**config.mk**
```make
export PLATFORM = sky130hd
export DESIGN_NAME = csr_file_m
export DESIGN_NICKNAME = d
export VERILOG_FILES = /design/src/rtl/csr_pkg.sv /design/src/rtl/csr_file_m_counter64.sv /design/src/rtl/csr_file_m.sv
export SDC_FILE = /design/constraint.sdc
export NUM_CORES = 1
export LEC_CHECK = 0
export ABC_AREA = 1
export BUFFER_PORTS_ARGS = -buffer_cell sky130_fd_sc_hd__clkbuf_2
export CORE_ASPECT_RATIO = 1.1
export CORE_MARGIN = 2
export CORE_UTILIZATION = 47
export DETAILED_ROUTE_END_ITERATION = 12
export PLACE_DENSITY_LB_ADDON = 0.08
export SLEW_MARGIN = 20
export SYNTH_ARGS = -nofsm -noshare
export SYNTH_HDL_FRONTEND = slang
export SYNTH_HIERARCHICAL = 1
export SYNTH_SLANG_ARGS = --single-unit
export TNS_END_PERCENT = 100
```
**constraint.sdc**
```tcl
create_clock -name clk -period 2.7 [get_ports clk]
set_input_delay 0 -clock clk [delete_from_list [all_inputs] [get_ports clk]]
set_output_delay 0 -clock clk [all_outputs]
set_load 0.02 [all_outputs]
```
**src/rtl/csr_pkg.sv**
```systemverilog
// Shared definitions for the machine-mode CSR unit: addresses, op encodings,
// mstatus field positions, the misa value, and the writable-bit masks.
package csr_pkg;

    localparam int CSR_XLEN = 32;

    typedef enum logic [1:0] {
        OP_NOP = 2'b00,
        OP_RW  = 2'b01,
        OP_RS  = 2'b10,
        OP_RC  = 2'b11
    } csr_op_e;

    localparam logic [11:0] A_MSTATUS   = 12'h300;
    localparam logic [11:0] A_MISA      = 12'h301;
    localparam logic [11:0] A_MEDELEG   = 12'h302;
    localparam logic [11:0] A_MIE       = 12'h304;
    localparam logic [11:0] A_MTVEC     = 12'h305;
    localparam logic [11:0] A_MSCRATCH  = 12'h340;
    localparam logic [11:0] A_MEPC      = 12'h341;
    localparam logic [11:0] A_MCAUSE    = 12'h342;
    localparam logic [11:0] A_MTVAL     = 12'h343;
    localparam logic [11:0] A_MCYCLE    = 12'hB00;
    localparam logic [11:0] A_MCYCLEH   = 12'hB80;
    localparam logic [11:0] A_MINSTRET  = 12'hB02;
    localparam logic [11:0] A_MINSTRETH = 12'hB82;
    localparam logic [11:0] A_CYCLE     = 12'hC00;
    localparam logic [11:0] A_CYCLEH    = 12'hC80;
    localparam logic [11:0] A_INSTRET   = 12'hC02;
    localparam logic [11:0] A_INSTRETH  = 12'hC82;
    localparam logic [11:0] A_MHARTID   = 12'hF14;

    localparam int MSTATUS_MIE    = 3;
    localparam int MSTATUS_MPIE   = 7;
    localparam int MSTATUS_MPP_HI = 12;
    localparam int MSTATUS_MPP_LO = 11;

    localparam logic [31:0] MISA_VALUE    = 32'h4000_0100;
    localparam logic [31:0] WMASK_MSTATUS = 32'h0000_0088;
    localparam logic [31:0] WMASK_MTVEC   = 32'hFFFF_FFFD;
    localparam logic [31:0] WMASK_MEPC    = 32'hFFFF_FFFC;
    localparam logic [31:0] WMASK_FULL    = 32'hFFFF_FFFF;

    function automatic logic [31:0] csr_apply_op(input csr_op_e op,
                                                 input logic [31:0] old_val,
                                                 input logic [31:0] wdata);
        case (op)
            OP_RW:   return wdata;
            OP_RS:   return old_val | wdata;
            OP_RC:   return old_val & ~wdata;
            default: return old_val;
        endcase
    endfunction

endpackage

```
**src/rtl/csr_file_m_counter64.sv**
```systemverilog
// 64-bit free-running counter with independently loadable halves; a load in
// either half suppresses that cycle's increment.
module csr_counter64
    import csr_pkg::*;
(
    input  logic        clk,
    input  logic        rst,
    input  logic        i_inc,
    input  logic        i_wr_lo,
    input  logic        i_wr_hi,
    input  logic [31:0] i_wdata,
    output logic [63:0] o_count
);

    logic [63:0] r_count;

    always_ff @(posedge clk or negedge rst) begin
        if (!rst) begin
            r_count <= '0;
        end else if (i_wr_lo || i_wr_hi) begin
            if (i_wr_lo) r_count[31:0]  <= i_wdata;
            if (i_wr_hi) r_count[63:32] <= i_wdata;
        end else begin
            r_count <= r_count + 64'(i_inc);
        end
    end

    assign o_count = r_count;

endmodule

```
**src/rtl/csr_file_m.sv**
```systemverilog
// Machine-mode CSR unit: atomic RW/RS/RC access with illegal detection,
// 64-bit mcycle/minstret, and trap entry / mret sequencing.
module csr_file_m
    import csr_pkg::*;
#(
    parameter int          XLEN          = 32,
    parameter logic [31:0] MSTATUS_RESET = 32'h0000_1800,
    parameter logic [31:0] MEDELEG_RESET = 32'h0001_0000,
    parameter logic [31:0] MTVEC_RESET   = 32'h0000_0170,
    parameter int          HART_ID       = 0,
    parameter int          COUNTERS_EN   = 1
) (
    input  logic            clk,
    input  logic            rst,
    input  logic            i_csr_valid,
    input  logic [1:0]      i_csr_op,
    input  logic [11:0]     i_csr_addr,
    input  logic [XLEN-1:0] i_csr_wdata,
    output logic [XLEN-1:0] o_csr_rdata,
    output logic            o_csr_illegal,
    input  logic            i_retire,
    input  logic            i_trap_valid,
    input  logic [XLEN-1:0] i_trap_cause,
    input  logic [XLEN-1:0] i_trap_pc,
    input  logic [XLEN-1:0] i_trap_tval,
    input  logic            i_mret,
    output logic [XLEN-1:0] o_trap_vector,
    output logic [XLEN-1:0] o_mepc_out,
    output logic            o_mie_bit
);

    localparam logic CNT_IMPL = (COUNTERS_EN != 0);

    logic            r_mie, r_mpie;
    logic [XLEN-1:0] r_medeleg, r_mie_csr, r_mtvec, r_mscratch;
    logic [XLEN-1:0] r_mepc, r_mcause, r_mtval;
    logic [63:0]     w_mcycle, w_minstret;
    logic [XLEN-1:0] w_old, w_new, w_base;
    logic            w_impl, w_write_attempt, w_illegal, w_wr;
    csr_op_e         w_op;

    assign w_op = csr_op_e'(i_csr_op);

    always_comb begin
        w_impl = 1'b1;
        w_old  = '0;
        case (i_csr_addr)
            A_MSTATUS:   w_old = {19'b0, 2'b11, 3'b0, r_mpie, 3'b0, r_mie, 3'b0};
            A_MISA:      w_old = MISA_VALUE;
            A_MEDELEG:   w_old = r_medeleg;
            A_MIE:       w_old = r_mie_csr;
            A_MTVEC:     w_old = r_mtvec;
            A_MSCRATCH:  w_old = r_mscratch;
            A_MEPC:      w_old = r_mepc;
            A_MCAUSE:    w_old = r_mcause;
            A_MTVAL:     w_old = r_mtval;
            A_MCYCLE,   A_CYCLE:    begin w_old = w_mcycle[31:0];    w_impl = CNT_IMPL; end
            A_MCYCLEH,  A_CYCLEH:   begin w_old = w_mcycle[63:32];   w_impl = CNT_IMPL; end
            A_MINSTRET, A_INSTRET:  begin w_old = w_minstret[31:0];  w_impl = CNT_IMPL; end
            A_MINSTRETH, A_INSTRETH: begin w_old = w_minstret[63:32]; w_impl = CNT_IMPL; end
            A_MHARTID:   w_old = XLEN'(HART_ID);
            default:     w_impl = 1'b0;
        endcase
    end

    // RS/RC with a zero operand is a pure read and may target read-only CSRs.
    assign w_write_attempt = (w_op == OP_RW) ||
                             (((w_op == OP_RS) || (w_op == OP_RC)) && (i_csr_wdata != '0));
    assign w_illegal = i_csr_valid && ((w_op == OP_NOP) || !w_impl ||
                                       (w_write_attempt && (i_csr_addr[11:10] == 2'b11)));
    assign w_wr      = i_csr_valid && !w_illegal && w_write_attempt;
    assign w_new     = csr_apply_op(w_op, w_old, i_csr_wdata);

    assign o_csr_illegal = w_illegal;
    assign o_csr_rdata   = (i_csr_valid && !w_illegal) ? w_old : '0;

    // Counter writes are never dropped by a concurrent trap or mret.
    csr_counter64 u_mcycle (
        .clk     (clk),
        .rst     (rst),
        .i_inc   (1'b1),
        .i_wr_lo (w_wr && (i_csr_addr == A_MCYCLE)),
        .i_wr_hi (w_wr && (i_csr_addr == A_MCYCLEH)),
        .i_wdata (w_new),
        .o_count (w_mcycle)
    );

    csr_counter64 u_minstret (
        .clk     (clk),
        .rst     (rst),
        .i_inc   (i_retire),
        .i_wr_lo (w_wr && (i_csr_addr == A_MINSTRET)),
        .i_wr_hi (w_wr && (i_csr_addr == A_MINSTRETH)),
        .i_wdata (w_new),
        .o_count (w_minstret)
    );

    always_ff @(posedge clk or negedge rst) begin
        if (!rst) begin
            r_mie      <= MSTATUS_RESET[MSTATUS_MIE];
            r_mpie     <= MSTATUS_RESET[MSTATUS_MPIE];
            r_medeleg  <= MEDELEG_RESET;
            r_mie_csr  <= '0;
            r_mtvec    <= MTVEC_RESET;
            r_mscratch <= '0;
            r_mepc     <= '0;
            r_mcause   <= '0;
            r_mtval    <= '0;
        end else if (i_trap_valid) begin
            r_mepc   <= i_trap_pc & WMASK_MEPC;
            r_mcause <= i_trap_cause;
            r_mtval  <= i_trap_tval;
            r_mpie   <= r_mie;
            r_mie    <= 1'b0;
        end else if (i_mret) begin
            r_mie  <= r_mpie;
            r_mpie <= 1'b1;
        end else if (w_wr) begin
            case (i_csr_addr)
                A_MSTATUS: begin
                    r_mie  <= w_new[MSTATUS_MIE];
                    r_mpie <= w_new[MSTATUS_MPIE];
                end
                A_MEDELEG:  r_medeleg  <= w_new & WMASK_FULL;
                A_MIE:      r_mie_csr  <= w_new & WMASK_FULL;
                A_MTVEC:    r_mtvec    <= w_new & WMASK_MTVEC;
                A_MSCRATCH: r_mscratch <= w_new & WMASK_FULL;
                A_MEPC:     r_mepc     <= w_new & WMASK_MEPC;
                A_MCAUSE:   r_mcause   <= w_new & WMASK_FULL;
                A_MTVAL:    r_mtval    <= w_new & WMASK_FULL;
                default: ;
            endcase
        end
    end

    assign w_base        = {r_mtvec[31:2], 2'b00};
    assign o_trap_vector = (r_mtvec[0] && i_trap_cause[31])
                         ? w_base + (XLEN'(i_trap_cause[30:0]) << 2)
                         : w_base;
    assign o_mepc_out    = r_mepc;
    assign o_mie_bit     = r_mie;

endmodule
```
==> results.txt, run 1 <==
Peak VDD IR: 0.452 mV
placed cell area: 30000 um^2
die area: 57100 um^2
Reg clk slew, reported paths: 0.06 ns
Slew Limit Fails: 0
worst skew pair latency: 0.60 ns
vias in the first global route: 29800
H-Tree Depth: 2
kind of critical path: reg2out
Initial Utilization: 0.474
post-synth top area share: 0.334
RSZ-0062 raised after global routing: yes
worst reg2reg path depth: 10
final-report hold violation count: 0
total length of routed wires: 141 mm
RePlAce Congestion: 1.09
Die Span Y: 250 um
first-pass GRT wire length: 200 mm
Post-Syn Instances: 4131
crit-path max FO: 3
endpoint type of the worst setup path: output pin
DP HPWL: 108 mm
hold path endpoint: r_medeleg[31]
post-route design area: 33400 um^2
Final WS setup: -0.132 ns
sequential fraction of the synthesis area: 0.339
global route total overflow: 0
hold path start: i_csr_wdata[31]
layout cell share with drive strength beyond 1: 0.187
Port Buffer Count: 239
cell accounting for the most synthesized area: dfrtp_1
drt first pass iters: 6
commonest non-fill, non-tap cell in the layout: nand2_1
row count: 90
reg-to-reg endpoint: u_mcycle/o_count[45]
post-place setup slack: -0.0645 ns
largest net degree at the start of global routing: 79
Nets: 4834
Reg2Reg Setup Slack: 0.05 ns
Netlist cell types: 56
Core ar.: 54700 um^2
Worst Hold Depth: 6
commonest cells after routing, fill and taps aside: nand2_1, nor2_1, nand3_1, dfrtp_1, inv_1
drt wl/cell: 26.0 um
CTS root buf: clkbuf_16
Max clock buf depth: 3
Req. time, crit path: 2.70 ns
critical path arrival: 2.83 ns
mapped cell area: 25900 um^2
Worst path slowest cell: dfrtp_1
Seq cells post-synth: 351
relative slew slack: 0.470
hold crit path type: in2reg
overall power: 14500 uW
buffers plus inverters on the worst setup path: 4
post-route minimum period: 2.83 ns
number of synthesis warnings: 6
kind of cell adding the most delay to the critical path: simple AND/OR/NAND/NOR gates
PD cells: 433 nW/um^2
CTS tree: yes
Chip Width: 228 um
Num CTS Buffers: 43
via count: 32600
syn_area_per_cell: 6.28 um^2
failing checks: negative setup slack
clk sinks: 351
final worst path period share: 1.05
GRT Util Overall: 0.479
maxcap violations: 0
worst slew pin tran: 0.792 ns
final count of negative-setup-slack endpoints: 9
io pins: 246
crit path launch type: flip-flop
reg2reg start: r_mtvec[13]
Hold WS: 0.0236 ns
Post-DRT Antenna Nets: 0
clk_skew: 0.0335 ns
fmax: 353 MHz
largest cells by area after synthesis: dfrtp_1, nand2_1, nand3_1, nor2_1, inv_1
critical-path cell list: ha_2 -> inv_2 -> fa_2 -> nand3b_1 -> nand2_2 -> buf_4 -> buf_6 -> nand4_1 -> nand3_2 -> a21oi_2 -> or2_4 -> nand3_2 -> nand2_2 -> buf_8
CP peak stage delay: 0.37 ns
post-route DRC violation count: 0
status: finished with violations
Starting DRT DRC Count: 4974
antenna violations before repair: 6
Vias/cell: 6.01
Synth-to-Final Area Change: 28.7%
P_leak: 0.0172 uW
[area by class of cell]
type                       instances  area, um^2
sequential                       351        8800
clock inverter                    14         141
inverter                         353        1330
antenna                            4        10.0
timing repair buffer             653        5270
multi-input combinational       3250       15600
tap                              736         921
clock buffer                      62        1300
fill                            5327       21400
[flip-flops by register name, summed over array words and instances (netlist names)]
name,count
r_mtvec,31
r_mcause,32
u_mcycle/o_count,64
r_mtval,32
r_medeleg,32
r_mpie,1
o_mie_bit,1
r_mscratch,32
r_mie_csr,32
u_minstret/o_count,64
o_mepc_out,30
[stage by stage]
step | std cells | utilization | TNS [ns]
6_report | 5423 | 0.610 | -0.576
3_5_place_dp | 5220 | 0.549 | -0.337
5_1_grt | 5421 | 0.610 | -2.09
3_3_place_gp | 5220 | 0.549 | -0.214
4_1_cts | 5412 | 0.602 | -0.493
2_1_floorplan | 4134 | - | 0
[synth_stat cells, drive strengths merged]
library cell     n
nand3b           4
nor2           492
o211ai          36
o21bai          21
a31oi           29
o2111ai          1
nor4             5
and2             4
clkinv           2
ha              33
inv            351
fa               1
a22o             1
dfstp            5
a221oi           1
xnor2            9
a21oi           86
nor2b            1
nand3          425
a221o            1
xor2            34
nand4           92
a21o             8
a21boi           4
or2             16
nand2         1635
o221ai          17
nor3            22
conb             2
nor3b            2
a22oi            2
a31o             2
clkbuf          74
o22ai           18
o21ai          242
buf            106
dfrtp          346
a32o             1
[report_power, final]
part / internal (uW) / switching [uW]
combinational: 916 / 1650
clock: 3530 / 2550
sequential: 5520 / 291
total: 9960 / 4490
[worst min-delay path: cells and delay by family]
family,cells,cell delay [ns]
AND/OR/NAND/NOR,2,0.16
AO/OA/AOI/OAI,1,0.07
buffers and inverters,3,0.35
[kinds of logic (layout without fill, tap and decap cells)]
group / after synthesis / count (layout) / synth area share
AO/OA/AOI/OAI: 470 / 470 / 0.104
XOR/XNOR: 43 / 43 / 0.0145
adder cells (fa/ha/maj): 34 / 34 / 0.0167
buffers and inverters: 533 / 1082 / 0.0847
flip-flops: 351 / 351 / 0.339
other: 2 / 9 / 0.000290
AND/OR/NAND/NOR: 2698 / 2698 / 0.441
[worst max path at each step]
stage / endpoint / depth (start not counted) / slack [ns] / from
after floorplan: u_mcycle/o_count[60] / 18 / 0.22 / i_csr_addr[3]
after global placement: u_minstret/o_count[4] / 17 / -0.06 / i_csr_addr[9]
after detailed placement: u_minstret/o_count[4] / 17 / -0.06 / i_csr_addr[9]
after CTS: o_trap_vector[16] / 13 / -0.07 / r_mtvec[2]
after global routing: o_trap_vector[30] / 14 / -0.23 / r_mtvec[2]
final: o_trap_vector[30] / 14 / -0.13 / r_mtvec[2]
[repair_timing]
item	4_1_cts	5_1_grt
hold buffers	102	0
setup buffers	14	9
hold endpoints to repair	447	0
cloned	0	0
pin swaps	15	34
setup endpoints to repair	21	96
resized for setup	80	114
[per-layer routing]
layer	vias up	track usage	wire (um)
met2	2461	0.700	58200
met4	6	0.372	13800
met5	-	0	37
met3	614	0.115	17600
met1	15200	0.610	51500
li1	14300	-	-
(Power assumes the default switching activity.)
==> run 2: changes to the inputs <==
CORE_UTILIZATION = 40   (was 47)
==> results.txt, run 2 (synthesized netlist as in run 1, its figures left out) <==
status: finished with violations
failing checks: negative setup slack
Peak VDD IR: 0.459 mV (+1.4%)
Nets: 4947 (+2.3%)
endpoint type of the worst setup path: output pin
maxcap violations: 0 (unchanged)
Post-DRT Antenna Nets: 0 (unchanged)
GRT Util Overall: 0.427 (-0.0518)
final-report hold violation count: 0 (unchanged)
first-pass GRT wire length: 206 mm (+3.0%)
reg-to-reg endpoint: o_mepc_out[18]
commonest non-fill, non-tap cell in the layout: nand2_1
post-place setup slack: -0.242 ns (-0.177 ns)
Num CTS Buffers: 45 (+4.7%)
Synth-to-Final Area Change: 34.1%
RePlAce Congestion: 1.07 (-1.3%)
via count: 32000 (-1.9%)
worst setup path start: r_mtvec[27]
PD cells: 432 nW/um^2 (-0.26%)
critical path arrival: 2.81 ns (-0.02 ns)
worst reg2reg path depth: 11 (+1)
fmax: 355 MHz (+0.66%)
fillcell total: 6449 (+21%)
Core Util, Final: 0.544 (-0.0661)
row count: 97 (+7.8%)
DP HPWL: 115 mm (+5.7%)
Port Buffer Count: 239 (unchanged)
crit-path max FO: 6 (+3)
Reg clk slew, reported paths: 0.06 ns (about the same)
post-route DRC violation count: 0 (unchanged)
global route total overflow: 0 (unchanged)
final worst path period share: 1.04 (-0.00687)
Req. time, crit path: 2.70 ns (about the same)
RSZ-0062 raised after global routing: yes
Reg2Reg Setup Slack: 0.11 ns (+0.06 ns)
Vias/cell: 5.67 (-5.6%)
Core ar.: 64000 um^2 (+17%)
relative slew slack: 0.394 (-0.0759)
hold crit path type: in2async
clk sinks: 351 (unchanged)
total length of routed wires: 145 mm (+2.5%)
crit path launch type: flip-flop
drt wl/cell: 25.6 um (-1.5%)
P_leak: 0.0178 uW (+3.6%)
io pins: 246 (unchanged)
layout cell share with drive strength beyond 1: 0.203 (+0.0157)
Slew Limit Fails: 0 (unchanged)
Chip Width: 247 um (+8.3%)
post-route minimum period: 2.81 ns (-0.0185 ns)
CTS tree: yes
antenna violations before repair: 4 (-2)
H-Tree Depth: 2 (unchanged)
final count of negative-setup-slack endpoints: 9 (unchanged)
placed cell area: 30900 um^2 (+2.8%)
largest net degree at the start of global routing: 88 (+11%)
commonest cells after routing, fill and taps aside: nand2_1, nor2_1, nand3_1, dfrtp_1, buf_4
post-route design area: 34800 um^2 (+4.2%)
reg2reg start: u_minstret/o_count[50]
worst skew pair latency: 0.63 ns (+0.03 ns)
die area: 66900 um^2 (+17%)
Initial Utilization: 0.405 (-0.0684)
kind of critical path: reg2out
Die Span Y: 271 um (+8.3%)
Max clock buf depth: 3 (unchanged)
clk_skew: 0.0383 ns (+0.00477 ns)
CTS root buf: clkbuf_16
worst slew pin tran: 0.905 ns (+0.113 ns)
Starting DRT DRC Count: 4168 (-16%)
Final WS setup: -0.113 ns (+0.0185 ns)
drt first pass iters: 6 (unchanged)
vias in the first global route: 29900 (+0.33%)
worst setup path end: o_trap_vector[28]
-- run 2: layout make-up --
cell class / count / area (um^2) / area share
inverters: 353 / 1330 / 0.0382
well taps: 841 / 1050 / 0.0303
repair buffers: 764 / 6320 / 0.182
clock buffers: 57 / 1240 / 0.0357
multi-input cells: 3250 / 15700 / 0.451
diodes: 2 / 5.00 / 0.000144
flip-flops and latches: 351 / 8800 / 0.253
clock inverters: 23 / 330 / 0.00950
-- run 2: worst min path at each step --
| stage | from | end | slack [ns] | cells past startpoint |
|---|---|---|---|---|
| after floorplan | rst | o_mepc_out[10] | -0.30 | 0 |
| after global placement | rst | u_minstret/o_count[44] | -0.03 | 1 |
| after detailed placement | rst | u_minstret/o_count[46] | -0.03 | 1 |
| after CTS | i_trap_valid | r_mtval[15] | 0.003 | 5 |
| after global routing | i_trap_valid | r_mtval[15] | 0.05 | 5 |
| final | rst | u_minstret/o_count[46] | 0.04 | 3 |
-- run 2: what timing repair did --
item | 4_1_cts | 5_1_grt
buffers inserted | 9 | 11
pin swaps | 14 | 23
endpoints found under the hold margin | 455 | 0
endpoints found under the setup margin | 21 | 53
gates resized for setup | 110 | 108
cloned | 0 | 0
hold buffers | 133 | 0
-- run 2: per-layer routing --
metal | GRT usage | vias up | part of all wire
li1 | - | 14600 | -
met1 | 0.544 | 15000 | 0.38
met2 | 0.646 | 1999 | 0.43
met3 | 0.0943 | 441 | 0.11
met4 | 0.284 | 6 | 0.084
met5 | 0 | - | 0.00032
-- run 2: where the power goes --
group / internal, uW / switching [uW]
Sequential: 5520 / 301
Combinational: 975 / 1640
Clock: 3870 / 2720
Total: 10400 / 4660
-- run 2: through the flow --
step	hold WS, ns	std cells	TNS, ns	total power [uW]
6_report	0.0390	5641	-0.656	15000
3_5_place_dp	-0.0266	5408	-11.76	8130
5_1_grt	0.0474	5640	-2.02	15500
4_1_cts	0.00315	5630	-1.08	14900
3_3_place_gp	-0.0275	5408	-12.59	8120
2_1_floorplan	-0.296	4134	0	6890
-- run 2: worst max-delay path, cell delays in order (launching register included) --
cell	delay [ns]
dfrtp_1	0.53
ha_2	0.40
nand2_1	0.18
nor2_1	0.08
a221oi_1	0.47
nand3_2	0.11
nand2_1	0.10
nand3_2	0.10
o21ai_4	0.12
buf_8	0.14
